===== src/rtl/flag_branch_unit.sv =====
// Condition-flag register and branch resolver for a 64-bit ARM-style datapath.
// Holds {N,Z,C,V}, forwards same-cycle flag updates and registers the branch decision.
module flag_branch_unit #(
  parameter real delay = 0.05
) (
  input  logic       clk,
  input  logic       reset,
  input  logic       zero,
  input  logic       negative,
  input  logic       carry_out,
  input  logic       overflow,
  input  logic       set_flags,
  input  logic       is_bcond,
  input  logic       is_cbz,
  input  logic [3:0] cond,
  output logic [3:0] flags,
  output logic       flags_valid,
  output logic       branch_taken
);

  typedef enum logic [3:0] {
    COND_EQ = 4'b0000,
    COND_NE = 4'b0001,
    COND_CS = 4'b0010,
    COND_CC = 4'b0011,
    COND_MI = 4'b0100,
    COND_PL = 4'b0101,
    COND_VS = 4'b0110,
    COND_VC = 4'b0111,
    COND_HI = 4'b1000,
    COND_LS = 4'b1001,
    COND_GE = 4'b1010,
    COND_LT = 4'b1011,
    COND_GT = 4'b1100,
    COND_LE = 4'b1101,
    COND_AL = 4'b1110,
    COND_NV = 4'b1111
  } cond_e;

  // Every output is registered, so delay only annotates timing models; reject nonsense values.
  if (delay < 0.0) begin : g_bad_delay
    $error("flag_branch_unit: delay must be non-negative");
  end

  logic [3:0] eff_flags;
  logic       eff_n;
  logic       eff_z;
  logic       eff_c;
  logic       eff_v;
  logic       cond_true;
  logic       decision;

  // Same-cycle forwarding lets a flag-setting op feed the B.cond it is fused with.
  always_comb begin
    eff_flags = set_flags ? {negative, zero, carry_out, overflow} : flags;
    eff_n     = eff_flags[3];
    eff_z     = eff_flags[2];
    eff_c     = eff_flags[1];
    eff_v     = eff_flags[0];
  end

  always_comb begin
    cond_true = 1'b1;
    unique case (cond_e'(cond))
      COND_EQ: cond_true = eff_z;
      COND_NE: cond_true = !eff_z;
      COND_CS: cond_true = eff_c;
      COND_CC: cond_true = !eff_c;
      COND_MI: cond_true = eff_n;
      COND_PL: cond_true = !eff_n;
      COND_VS: cond_true = eff_v;
      COND_VC: cond_true = !eff_v;
      COND_HI: cond_true = eff_c && !eff_z;
      COND_LS: cond_true = !eff_c || eff_z;
      COND_GE: cond_true = (eff_n == eff_v);
      COND_LT: cond_true = (eff_n != eff_v);
      COND_GT: cond_true = !eff_z && (eff_n == eff_v);
      COND_LE: cond_true = eff_z || (eff_n != eff_v);
      COND_AL: cond_true = 1'b1;
      COND_NV: cond_true = 1'b1;
      default: cond_true = 1'b1;
    endcase
  end

  // CBZ tests the raw zero input and outranks B.cond.
  always_comb begin
    decision = 1'b0;
    if (is_cbz)
      decision = zero;
    else if (is_bcond)
      decision = cond_true;
  end

  always_ff @(posedge clk or posedge reset) begin
    if (reset) begin
      flags        <= '0;
      flags_valid  <= 1'b0;
      branch_taken <= 1'b0;
    end else begin
      if (set_flags) begin
        flags       <= {negative, zero, carry_out, overflow};
        flags_valid <= 1'b1;
      end
      branch_taken <= decision;
    end
  end

endmodule


===== config.mk =====
export PLATFORM = sky130hd
export DESIGN_NAME = flag_branch_unit
export DESIGN_NICKNAME = d
export VERILOG_FILES = /design/src/rtl/flag_branch_unit.sv
export SDC_FILE = /design/constraint.sdc
export NUM_CORES = 1
export LEC_CHECK = 0
export BUFFER_PORTS_ARGS = -buffer_cell sky130_fd_sc_hd__buf_4
export CAP_MARGIN = 10
export CORE_AREA = 2 2 39 41
export CTS_CLUSTER_SIZE = 12
export DETAILED_ROUTE_END_ITERATION = 10
export DIE_AREA = 0 0 41 43
export GPL_TIMING_DRIVEN = 1
export HOLD_SLACK_MARGIN = 0.02
export PLACE_DENSITY = 0.75
export SKIP_LAST_GASP = 1
export SYNTH_ARGS = -nofsm -noshare
export SYNTH_HDL_FRONTEND = slang
export SYNTH_SLANG_ARGS = --single-unit
export TNS_END_PERCENT = 10

===== constraint.sdc =====
create_clock -name clk -period 2.9 [get_ports clk]
set_clock_uncertainty 0.1 [all_clocks]
set_input_delay 0.58 -clock clk [delete_from_list [all_inputs] [get_ports clk]]
set_output_delay 0.58 -clock clk [all_outputs]
set_load 0.02 [all_outputs]

==> impl_results.md, run 1 <==
* CP bufs+invs at 2
* Post-route setup slack at 0.885 ns
* Layout cells sized above 1 at 40.8%
* Fin cells at between 80 and 90
* Pleak at about 0.28 nW
* Worst Setup Start Kind: input pin
* WL/cell at 12.4 um
* Rel. slew slack at between 70% and 80%
* Cells after DPL at 84
* CP Launch Point: set_flags
* FF-to-FF Start: flags[3]$_DFF_PP0_
* Core box area at 0.00138 mm^2
* CTS tree: yes
* Fmax at 496 MHz
* Critical path class: in2reg
* FILL cells at ~130
* Buffers inserted by post-CTS timing repair at 0
* Synth Area per Inst at slightly above 9 um^2
* Actual slew at the worst max-slew pin at roughly 0.34 ns
* Port Buffers at 18
* Unrepaired setup endpoints after global routing: no
* GR Overflow Total at 0
* Die width at 41 um
* Final Cell Area at approximately 630 um^2
* Synth Cell Area at about 500 um^2
* Worst EP required at 2.97 ns
* Cell family with most CP delay: multiplexers
* Worst hold path type: in2async
* Layout area overhead at 25.1%
* Vias post-DR at 455
* Placed instance area at roughly 610 um^2
* Clock-pin transition on the worst setup and hold timing paths at ~0.050 ns
* Max VDD drop at between 0.2 and 0.25 mV
* Clk buf depth at 2
* Vias in the first global route at 420
* Syn_nets at between 60 and 70
* Most area-hungry cell type in the Yosys netlist: dfrtp_1
* Num CTS Buffers at 3
* Initial drt markers at 16
* Hold buffer count at CTS at 0
* Critical Path Max Stage Delay at 0.53 ns
* Slowest CP cell: or4_4
* Fin nets at 86
* FF-to-FF setup slack at roughly 0.99 ns
* Post-placement setup slack at just over 0.6 ns
* Flops & latches, synth at 6
* First-pass GRT wire length at between 1.5 and 2 mm
* Largest net degree at the start of global routing at 12
* CTS resizes at 0
* Final ANT Viol Nets at 0
* Later-pin clock latency in the skew report at 0.25 ns
* Worst reg2reg path endpoint: branch_taken$_DFF_PP0_
* CP endpoint kind: flip-flop
* Number of synthesized flops with an enable pin at 0
* Sequential fraction of the synthesis area at around 30%
* Starting Density at 36.3%
* Fin crit share at a little over two thirds
* Commonest cells post-synth: dfrtp_1 (6), inv_1 (4), nand2_1 (4), xnor2_1 (4)
* Cells after Synth at between 50 and 60
* Ant. Diodes at 0
* Slew Viols, Final at 0
* DIE AREA at ~0.0018 mm^2
* Total track usage at roughly 16%
* Final setup fails at 0
* DIE HEIGHT at 43 um
* CTS H-tree depth at 1
* Ys async rst share at 100%
* Worst Setup EP: branch_taken$_DFF_PP0_
* Critical Path AT at around 2.1 ns
* Row Count at 14
* CP cell instances: buf_4, mux2i_4, inv_2, or4_4, mux2_4, a41oi_1
* Initial antenna violation count at 0
* TritonRoute pass-1 iters at 4
* DR DRC count at 0
* Status: complete, no violations
* Setup TNS at 0 ns
* Number of synthesis warnings at 0
* R2R cell count at 5
* Clk root buf: clkbuf_4
* Global placer's final weighted congestion at roughly 0.75
* Post-DR vias/cell at ~5.2
* Final Core Density at between 40% and 50%
* Top cell type's share of synthesized area at 29.9%
* Power Density at roughly 420 mW/mm^2
* Post-Route WL at 1.08 mm
* Critical Path Stages at 6
* Top-count cell post-synth: dfrtp_1
* IO Count at 19
* Top post-synthesis cells by area: dfrtp_1 (30%), xnor2_1 (7.0%), bufbuf_16 (6.5%), mux2_2 (4.5%), mux2i_4 (4.5%)
* Crit Path Max Fanout at 9
* Max_cap viols at 0
* Crit path time final at about 2 ns
* Clk sinks at 6
* Netlist cell types at 27
* Hold Fails Final Rpt at 0
* Ys flop type: dfrtp_1
* HPWL after DPL at between 800 and 900 um
[cell type report]
cell class	count	area (um^2)	area share (%)
clock buffer	3	22.5	3.58
inverter	5	18.8	2.98
multi-input combinational	39	283	44.9
sequential	6	150	23.9
tap	16	20.0	3.18
timing repair buffer	18	135	21.5
[placed cells by master, fill, tap and decap left out, drive strengths merged]
cell type / count
inv: 5
a31oi: 1
buf: 18
clkbuf: 3
xor2: 1
nand2: 4
xnor2: 4
nor3: 3
or2: 1
nand2b: 1
or4: 1
a2111oi: 1
mux2i: 2
o21ai: 3
dfrtp: 6
nor4: 1
and4: 1
mux2: 3
nand3: 3
nor4bb: 1
nor2: 3
a41oi: 2
a21oi: 3
[routing by layer]
layer / share of wire, % / vias to the layer above / global-route usage (%)
met2: 50 / 21 / 24.4
met1: 39 / 202 / 16.6
met5: 0 / - / 0
li1: - / 228 / -
met4: 2.5 / 0 / 10.0
met3: 8.4 / 4 / 6.81
[power breakdown]
group          internal [mW]  leakage, nW  switching (mW)
Sequential            0.0913       0.0682         0.00531
Clock                 0.0469       0.0138          0.0320
Combinational         0.0450        0.200          0.0455
Total                  0.183        0.282          0.0828
[cells by family (layout without fill, tap and decap cells)]
logic type / count (synthesis) / after routing / synth area share, %
AND/OR/NAND/NOR: 19 / 19 / 21.1
buffers and inverters: 9 / 26 / 13.9
XOR/XNOR: 5 / 5 / 8.71
AO/OA/AOI/OAI: 10 / 10 / 12.4
multiplexers: 5 / 5 / 13.9
flip-flops: 6 / 6 / 29.8
[stage by stage]
| step | power [mW] | hold slack, ns |
|---|---|---|
| global route | 0.283 | 0.166 |
| floorplan | 0.161 | 0.271 |
| CTS | 0.271 | 0.146 |
| global placement | 0.187 | 0.357 |
| detailed placement | 0.188 | 0.357 |
| finish | 0.266 | 0.143 |
[worst min path at each step]
stage / endpoint / slack (ns) / depth (start not counted)
CTS: flags_valid$_DFFE_PP0P_ / 0.15 / 2
floorplan: branch_taken$_DFF_PP0_ / 0.27 / 1
finish: flags_valid$_DFFE_PP0P_ / 0.14 / 2
global route: flags[2]$_DFF_PP0_ / 0.17 / 2
global placement: flags_valid$_DFFE_PP0P_ / 0.36 / 1
detailed placement: flags_valid$_DFFE_PP0P_ / 0.36 / 1
[flip-flops by register name, indices dropped and copies added, names as in the netlist]
signal,cells
flags,4
flags_valid,1
branch_taken,1
Power figures use the tool's default switching activity.
==> run 2, diff against run 1 <==
--- a/config.mk
+++ b/config.mk
@@ -5,6 +5,7 @@
 export SDC_FILE = /design/constraint.sdc
 export NUM_CORES = 1
 export LEC_CHECK = 0
+export ABC_AREA = 1
 export BUFFER_PORTS_ARGS = -buffer_cell sky130_fd_sc_hd__buf_4
 export CAP_MARGIN = 10
 export CORE_AREA = 2 2 39 41
==> constraint.sdc (replaced) <==
create_clock -name clk -period 2.1 [get_ports clk]
set_clock_uncertainty 0.1 [all_clocks]
set_input_delay 0.42 -clock clk [delete_from_list [all_inputs] [get_ports clk]]
set_output_delay 0.42 -clock clk [all_outputs]
set_load 0.02 [all_outputs]
==> run 2 against run 1 <==
Net effect: global-route usage decreased by 1.4 points; synthesized cell count up 67%; design area up 10%; sequential share of layout area is 2.2 points lower; register-to-register slack got worse by 0.30 ns; cell count grew 47%; via count up 23%; first-iteration DRC count decreased by 6.3%; flip-flop and latch count stayed put; sequential power increased by 35%; routed wire length increased by 3.0%; critical endpoint unchanged.
==> impl_results.md, run 2 <==
* Largest net degree at the start of global routing at 9 (-3)
* DR DRC count at 0 (unchanged)
* DIE AREA at 0.00176 mm^2 (unchanged)
* Post-Route WL at 1.11 mm (+3.0%)
* Fin cells at 128 (+47%)
* FILL cells at 150 (+16%)
* Number of synthesized flops with an enable pin at 0 (unchanged)
* Top flop regs: flags (4), branch_taken (1), flags_valid (1)
* Power Density at 506 mW/mm^2 (+20%)
* Worst EP required at 2.12 ns (-0.85 ns)
* Clock-pin transition on the worst setup and hold timing paths at 0.04 ns (about the same)
* Sequential fraction of the synthesis area at 29.7% (-0.15 points)
* Initial drt markers at 15 (-1)
* Placed instance area at 661 um^2 (+8.9%)
* GR peak layer: met2
* Max reg flops at 4 (unchanged)
* Worst hold path type: in2reg
* CP dominant cell by count: nand2_1
* Post-route setup slack at 0.691 ns (-0.194 ns)
* Critical Path Max Stage Delay at 0.39 ns (-0.14 ns)
* CTS tree: yes
* CTS resizes at 0 (unchanged)
* CP cell instances: inv_1, nand2_1, nand2_1, nand2_2, nand2_1, nor2_1, a21oi_1, nand2_1, o21ai_1, nand2_1
* Fin nets at 127 (+48%)
* Critical Path AT at 1.43 ns (-0.65 ns)
* Crit Path Max Fanout at 3 (-6)
* Hold Fails Final Rpt at 0 (unchanged)
* Post-placement setup slack at 0.502 ns (-0.111 ns)
* Number of synthesis warnings at 0 (unchanged)
* Critical path class: reg2reg
* Pwr Total at 0.351 mW (+32%)
* CTS H-tree depth at 1 (unchanged)
* Unrepaired setup endpoints after global routing: no
* Most area-hungry cell type in the Yosys netlist: nand2_1
* Initial antenna violation count at 0 (unchanged)
* Flops & latches, synth at 6 (unchanged)
* Num CTS Buffers at 3 (unchanged)
* CP endpoint kind: flip-flop
* Commonest cells post-synth: nand2_1 (41), inv_1 (15), nor2_1 (11), nand2_2 (7), dfrtp_1 (6)
* TritonRoute pass-1 iters at 4 (unchanged)
* Max VDD drop at 0.157 mV (-30%)
* Most common cell after layout, fill and taps aside: nand2_1
* Actual slew at the worst max-slew pin at 0.232 ns (-0.104 ns)
* Hold buffer count at CTS at 1 (+1)
* Setup TNS at 0 ns (unchanged)
* R2R cell count at 10 (+5)
* Pleak at 0.434 nW (+54%)
* Clk sinks at 6 (unchanged)
* Layout cells sized above 1 at 27.7% (-13 points)
* Synth Area per Inst at 5.62 um^2 (-40%)
* First-pass GRT wire length at 1.70 mm (-5.0%)
* Later-pin clock latency in the skew report at 0.24 ns (about the same)
* Core box area at 0.00138 mm^2 (unchanged)
* Final ANT Viol Nets at 0 (unchanged)
* Ant. Diodes at 0 (unchanged)
* GR Overflow Total at 0 (unchanged)
* Cells after Synth at 90 (+67%)
* Slowest CP cell: dfrtp_1
* Top cell type's share of synthesized area at 30.4% (+0.59 points)
* DIE HEIGHT at 43 um (unchanged)
* Layout area overhead at 37.1%
* Cells after DPL at 124 (+48%)
* IO Count at 19 (unchanged)
* Final Cell Area at 693 um^2 (+10%)
* Worst Setup Start Kind: flip-flop
* Status: complete, no violations
* Port Buffers at 18 (unchanged)
* Syn_nets at 103 (+54%)
* Most frequent cells in the layout: nand2_1 (41), buf_4 (18), inv_1 (15), nor2_1 (11), nand2_2 (7)
* Hold Path Depth at 3
* WL/cell at 8.66 um (-30%)
* Vias in the first global route at 444 (+5.7%)
* Fmax at ~710 MHz
* Buffers inserted by post-CTS timing repair at 0 (unchanged)
* Post-DR vias/cell at 4.36 (-17%)
* Clk root buf: clkbuf_4
* Slew Viols, Final at 0 (unchanged)
* Ys flop type: dfrtp_1
* Synth Cell Area at 505 um^2 (+0.50%)
* Vias post-DR at 558 (+23%)
* Met2 Track Usage GR at 20.0% (-4.4 points)
* Top post-synthesis cells by area: nand2_1 (30%), dfrtp_1 (30%), inv_1 (11%), nand2_2 (8.7%), nor2_1 (8.2%)
* Clk buf depth at 2 (unchanged)
* Netlist cell types at 13 (-52%)
* Top-count cell post-synth: nand2_1
* Final setup fails at 0 (unchanged)
* Register name with the most flops: flags
* Max_cap viols at 0 (unchanged)
* Ys async rst share at 100% (unchanged)
* Fin crit share at between 60 and 70%
* Row Count at 14 (unchanged)
* Global placer's final weighted congestion at 0.837 (+12%)
* HPWL after DPL at 926 um (+12%)
* Rel. slew slack at 84.5% (+7.5 points)
* Starting Density at 36.5% (+0.18 points)
* GRT met3 Usage at 3.14% (-3.7 points)
* GR Util met1 at 18.9% (+2.3 points)
* Total track usage at 14.4% (-1.4 points)
* Crit path time final at between 1 and 1.5 ns
* Die width at 41 um (unchanged)
-- run 2: cell count changes after synthesis, sizes merged, moves of 2 or more --
cell / before / now
mux2: 3 / 0
o21ai: 3 / 1
xnor2: 4 / 0
nor3: 3 / 0
clkbuf: 2 / 0
mux2i: 2 / 0
inv: 5 / 16
nor2: 3 / 11
a41oi: 2 / 0
a21oi: 3 / 1
nand2: 4 / 48
-- run 2: power breakdown --
| part | internal, mW | total, mW | switching, mW |
|---|---|---|---|
| clock | 0.0645 | 0.104 | 0.0397 |
| combinational | 0.0494 | 0.116 | 0.0669 |
| sequential | 0.125 | 0.130 | 0.00552 |
-- run 2: worst max-delay path: cells and delay by family (launching register included) --
kind                   cells  cell delay, ns
AOI/OAI and AO/OA          2            0.27
and+or+nand+nor            7            0.48
buffers and inverters      1            0.06
DFF                        1            0.39
-- run 2: layout make-up --
type | count | area [um^2] | area share [%]
well taps | 16 | 20.0 | 2.89
flip-flops and latches | 6 | 150 | 21.7
repair buffers | 19 | 145 | 20.9
multi-input cells | 68 | 295 | 42.6
inverters | 16 | 60.1 | 8.66
clock buffers | 3 | 22.5 | 3.25
-- run 2: cell families (layout without fill, tap and decap cells) --
kind of cell | Yosys count | count (layout) | synth area share [%]
AOI/OAI and AO/OA | 3 | 3 | 3.46
buffers and inverters | 16 | 38 | 11.9
DFF | 6 | 6 | 29.7
and+or+nand+nor | 65 | 65 | 55.0
-- run 2: layer usage --
| metal | share of wire [%] | vias to the layer above |
|---|---|---|
| met1 | 45 | 228 |
| met5 | 0 | - |
| li1 | - | 310 |
| met2 | 47 | 18 |
| met3 | 6.8 | 2 |
| met4 | 1.3 | 0 |
-- run 2: worst paths after layout --
| kind | startpoint | to | slack (ns) |
|---|---|---|---|
| min | zero | branch_taken$_DFF_PP0_ | 0.29 |
| max in group asynchronous | reset | flags[3]$_DFF_PP0_ | 1.15 |
| max reg2reg | flags[0]$_DFF_PP0_ | branch_taken$_DFF_PP0_ | 0.69 |
| min reg2reg | flags_valid$_DFFE_PP0P_ | flags_valid$_DFFE_PP0P_ | 0.37 |
| max | flags[0]$_DFF_PP0_ | branch_taken$_DFF_PP0_ | 0.69 |
| min in group asynchronous | reset | branch_taken$_DFF_PP0_ | 0.56 |
-- run 2: metrics by stage --
step / hold WS [ns] / utilization (%)
2_1_floorplan: 0.111 / -
3_3_place_gp: 0.252 / 47.7
3_5_place_dp: 0.250 / 47.7
4_1_cts: 0.282 / 50.1
5_1_grt: 0.285 / 50.1
6_report: 0.292 / 50.1
==> run 3, diff against run 2 <==
==> constraint.sdc (replaced) <==
create_clock -name clk -period 1.45 [get_ports clk]
set_clock_uncertainty 0.1 [all_clocks]
set_input_delay 0.29 -clock clk [delete_from_list [all_inputs] [get_ports clk]]
set_output_delay 0.29 -clock clk [all_outputs]
set_load 0.02 [all_outputs]
==> run 3 against run 2 <==
Net effect: via count grew 0.90%; clock power is 40% higher; sequential share of layout area shrank 0.35 points; first-iteration DRC count fell by 20%; power is 45% higher; largest power group unchanged.
==> impl_results.md, run 3 (same netlist as run 2, synthesis figures left out) <==
* Register name with the most flops: flags
* Max reg flops at 4 (unchanged)
* HPWL after DPL at 992 um (+7.1%)
* Rel. slew slack at 84.6% (+0.12 points)
* Starting Density at 36.5% (unchanged)
* Post-route setup slack at 0.125 ns (-0.566 ns)
* R2R cell count at 10 (unchanged)
* Worst-case hold slack at 0.154 ns (-0.139 ns)
* Fin crit share at 91.4% (+24 points)
* Final setup fails at 0 (unchanged)
* IO Count at 19 (unchanged)
* Final ANT Viol Nets at 0 (unchanged)
* DR DRC count at 0 (unchanged)
* Clock-pin transition on the worst setup and hold timing paths at 0.04 ns (about the same)
* Post-placement setup slack at -0.0306 ns (-0.533 ns)
* Worst Setup Start Kind: flip-flop
* Vias in the first global route at 465 (+4.7%)
* Port Buffers at 18 (unchanged)
* Crit path time final at 1.32 ns (-0.0842 ns)
* Critical Path AT at 1.35 ns (-0.08 ns)
* Clk root buf: clkbuf_4
* Min-delay src: zero
* Max VDD drop at 0.251 mV (+60%)
* Worst hold path type: in2reg
* Cells after DPL at 124 (unchanged)
* Actual slew at the worst max-slew pin at 0.230 ns (-0.00174 ns)
* Hold Crit Endpoint: branch_taken$_DFF_PP0_
* Core box area at 0.00138 mm^2 (unchanged)
* TritonRoute pass-1 iters at 4 (unchanged)
* Clk sinks at 6 (unchanged)
* Total track usage at 13.8% (-0.62 points)
* Multi-input gate area at 307 um^2 (+3.8%)
* Ant. Diodes at 0 (unchanged)
* Largest net degree at the start of global routing at 9 (unchanged)
* FF-to-FF setup slack at 0.13 ns (-0.57 ns)
* Initial antenna violation count at 0 (unchanged)
* Post-DR vias/cell at 4.40 (+0.90%)
* Pwr Total at 0.508 mW (+45%)
* Num CTS Buffers at 3 (unchanged)
* Final Cell Area at 704 um^2 (+1.6%)
* FF-to-FF Start: flags[3]$_DFF_PP0_
* Vias post-DR at 563 (+0.90%)
* Max_cap viols at 0 (unchanged)
* CTS tree: yes
* Status: complete, no violations
* Die width at 41 um (unchanged)
* First-pass GRT wire length at 1.69 mm (-0.41%)
* Hold Path Depth at 3 (unchanged)
* Post-Route WL at 1.15 mm (+4.0%)
* WL/cell at 9.00 um (+4.0%)
* Fin nets at 127 (unchanged)
* Crit Path Max Fanout at 3 (unchanged)
* Clk buf depth at 2 (unchanged)
* Unrepaired setup endpoints after global routing: no
* Most frequent cells in the layout: nand2_1 (39), buf_4 (18), inv_1 (15), nor2_1 (10), nand2_2 (9)
* Critical path class: reg2reg
* Global placer's final weighted congestion at 0.802 (-4.2%)
* Top flop regs: flags (4), branch_taken (1), flags_valid (1)
* Hold Fails Final Rpt at 0 (unchanged)
* Row Count at 14 (unchanged)
* GR Overflow Total at 0 (unchanged)
* FILL cells at 161 (+7.3%)
* DIE HEIGHT at 43 um (unchanged)
* Worst reg2reg path endpoint: branch_taken$_DFF_PP0_
* Placed instance area at 661 um^2 (unchanged)
* Most common cell after layout, fill and taps aside: nand2_1
* Slew Viols, Final at 0 (unchanged)
* Layout cells sized above 1 at 31.3% (+3.6 points)
* Layout area overhead at 39.4%
* Power Density at 721 mW/mm^2 (+43%)
* CTS H-tree depth at 1 (unchanged)
* Initial drt markers at 12 (-3)
* FF/Latch Area at 150 um^2 (unchanged)
* Worst EP required at 1.48 ns (-0.64 ns)
* DIE AREA at 0.00176 mm^2 (unchanged)
* Fmax at 755 MHz (+6.4%)
* CP endpoint kind: flip-flop
* Pleak at 0.434 nW (+0.13%)
* Buffers inserted by post-CTS timing repair at 0 (unchanged)
* Later-pin clock latency in the skew report at 0.24 ns (about the same)
* Fin cells at 128 (unchanged)
[run 3: report_power, final]
group	internal [mW]	leakage (nW)	switching, mW	total, mW
Combinational	0.0733	0.352	0.100	0.174
Clock	0.0931	0.0138	0.0529	0.146
Sequential	0.181	0.0689	0.00755	0.188
[run 3: repair_timing]
action,in CTS,in global routing
hold buffers,1,0
hold endpoints to repair,6,0
setup endpoints to repair,0,1
gates resized for setup,0,4
[run 3: cell type report]
class | instances | area share [%]
repair buffers | 19 | 20.6
well taps | 16 | 2.84
flip-flops and latches | 6 | 21.3
clock buffers | 3 | 3.20
multi-input cells | 68 | 43.5
inverters | 16 | 8.53
[run 3: worst max path at each step]
stage,to,slack [ns],start,depth (start not counted)
floorplan,branch_taken$_DFF_PP0_,0.10,flags[0]$_DFF_PP0_,10
global placement,branch_taken$_DFF_PP0_,-0.0001,set_flags,11
detailed placement,branch_taken$_DFF_PP0_,-0.03,set_flags,11
CTS,branch_taken$_DFF_PP0_,0.1,flags[0]$_DFF_PP0_,10
global route,branch_taken$_DFF_PP0_,0.006,flags[3]$_DFF_PP0_,10
finish,branch_taken$_DFF_PP0_,0.13,flags[3]$_DFF_PP0_,10
[run 3: stage by stage]
stage / setup TNS [ns] / utilization (%)
3_5_place_dp: -0.0306 / 47.7
5_1_grt: 0 / 50.9
4_1_cts: 0 / 50.1
2_1_floorplan: 0 / -
6_report: 0 / 50.9
3_3_place_gp: -0.000119 / 47.7
[run 3: per-layer routing]
metal / vias to the layer above / part of all wire (%) / track usage, %
li1: 310 / - / -
met1: 241 / 44 / 16.2
met2: 12 / 51 / 23.4
met3: 0 / 4.7 / 1.57
met4: 0 / 0 / 6.00
met5: - / 0 / 0
[run 3: critical path, cell delays in order (launching register included)]
cell     delay [ns]
dfrtp_1        0.38
inv_1          0.05
nand2_1        0.06
nand2_2        0.10
nand2_2        0.07
nand2_2        0.08
nor2_2         0.04
a21oi_2        0.09
nand2_1        0.06
o21ai_1        0.11
nand2_1        0.06
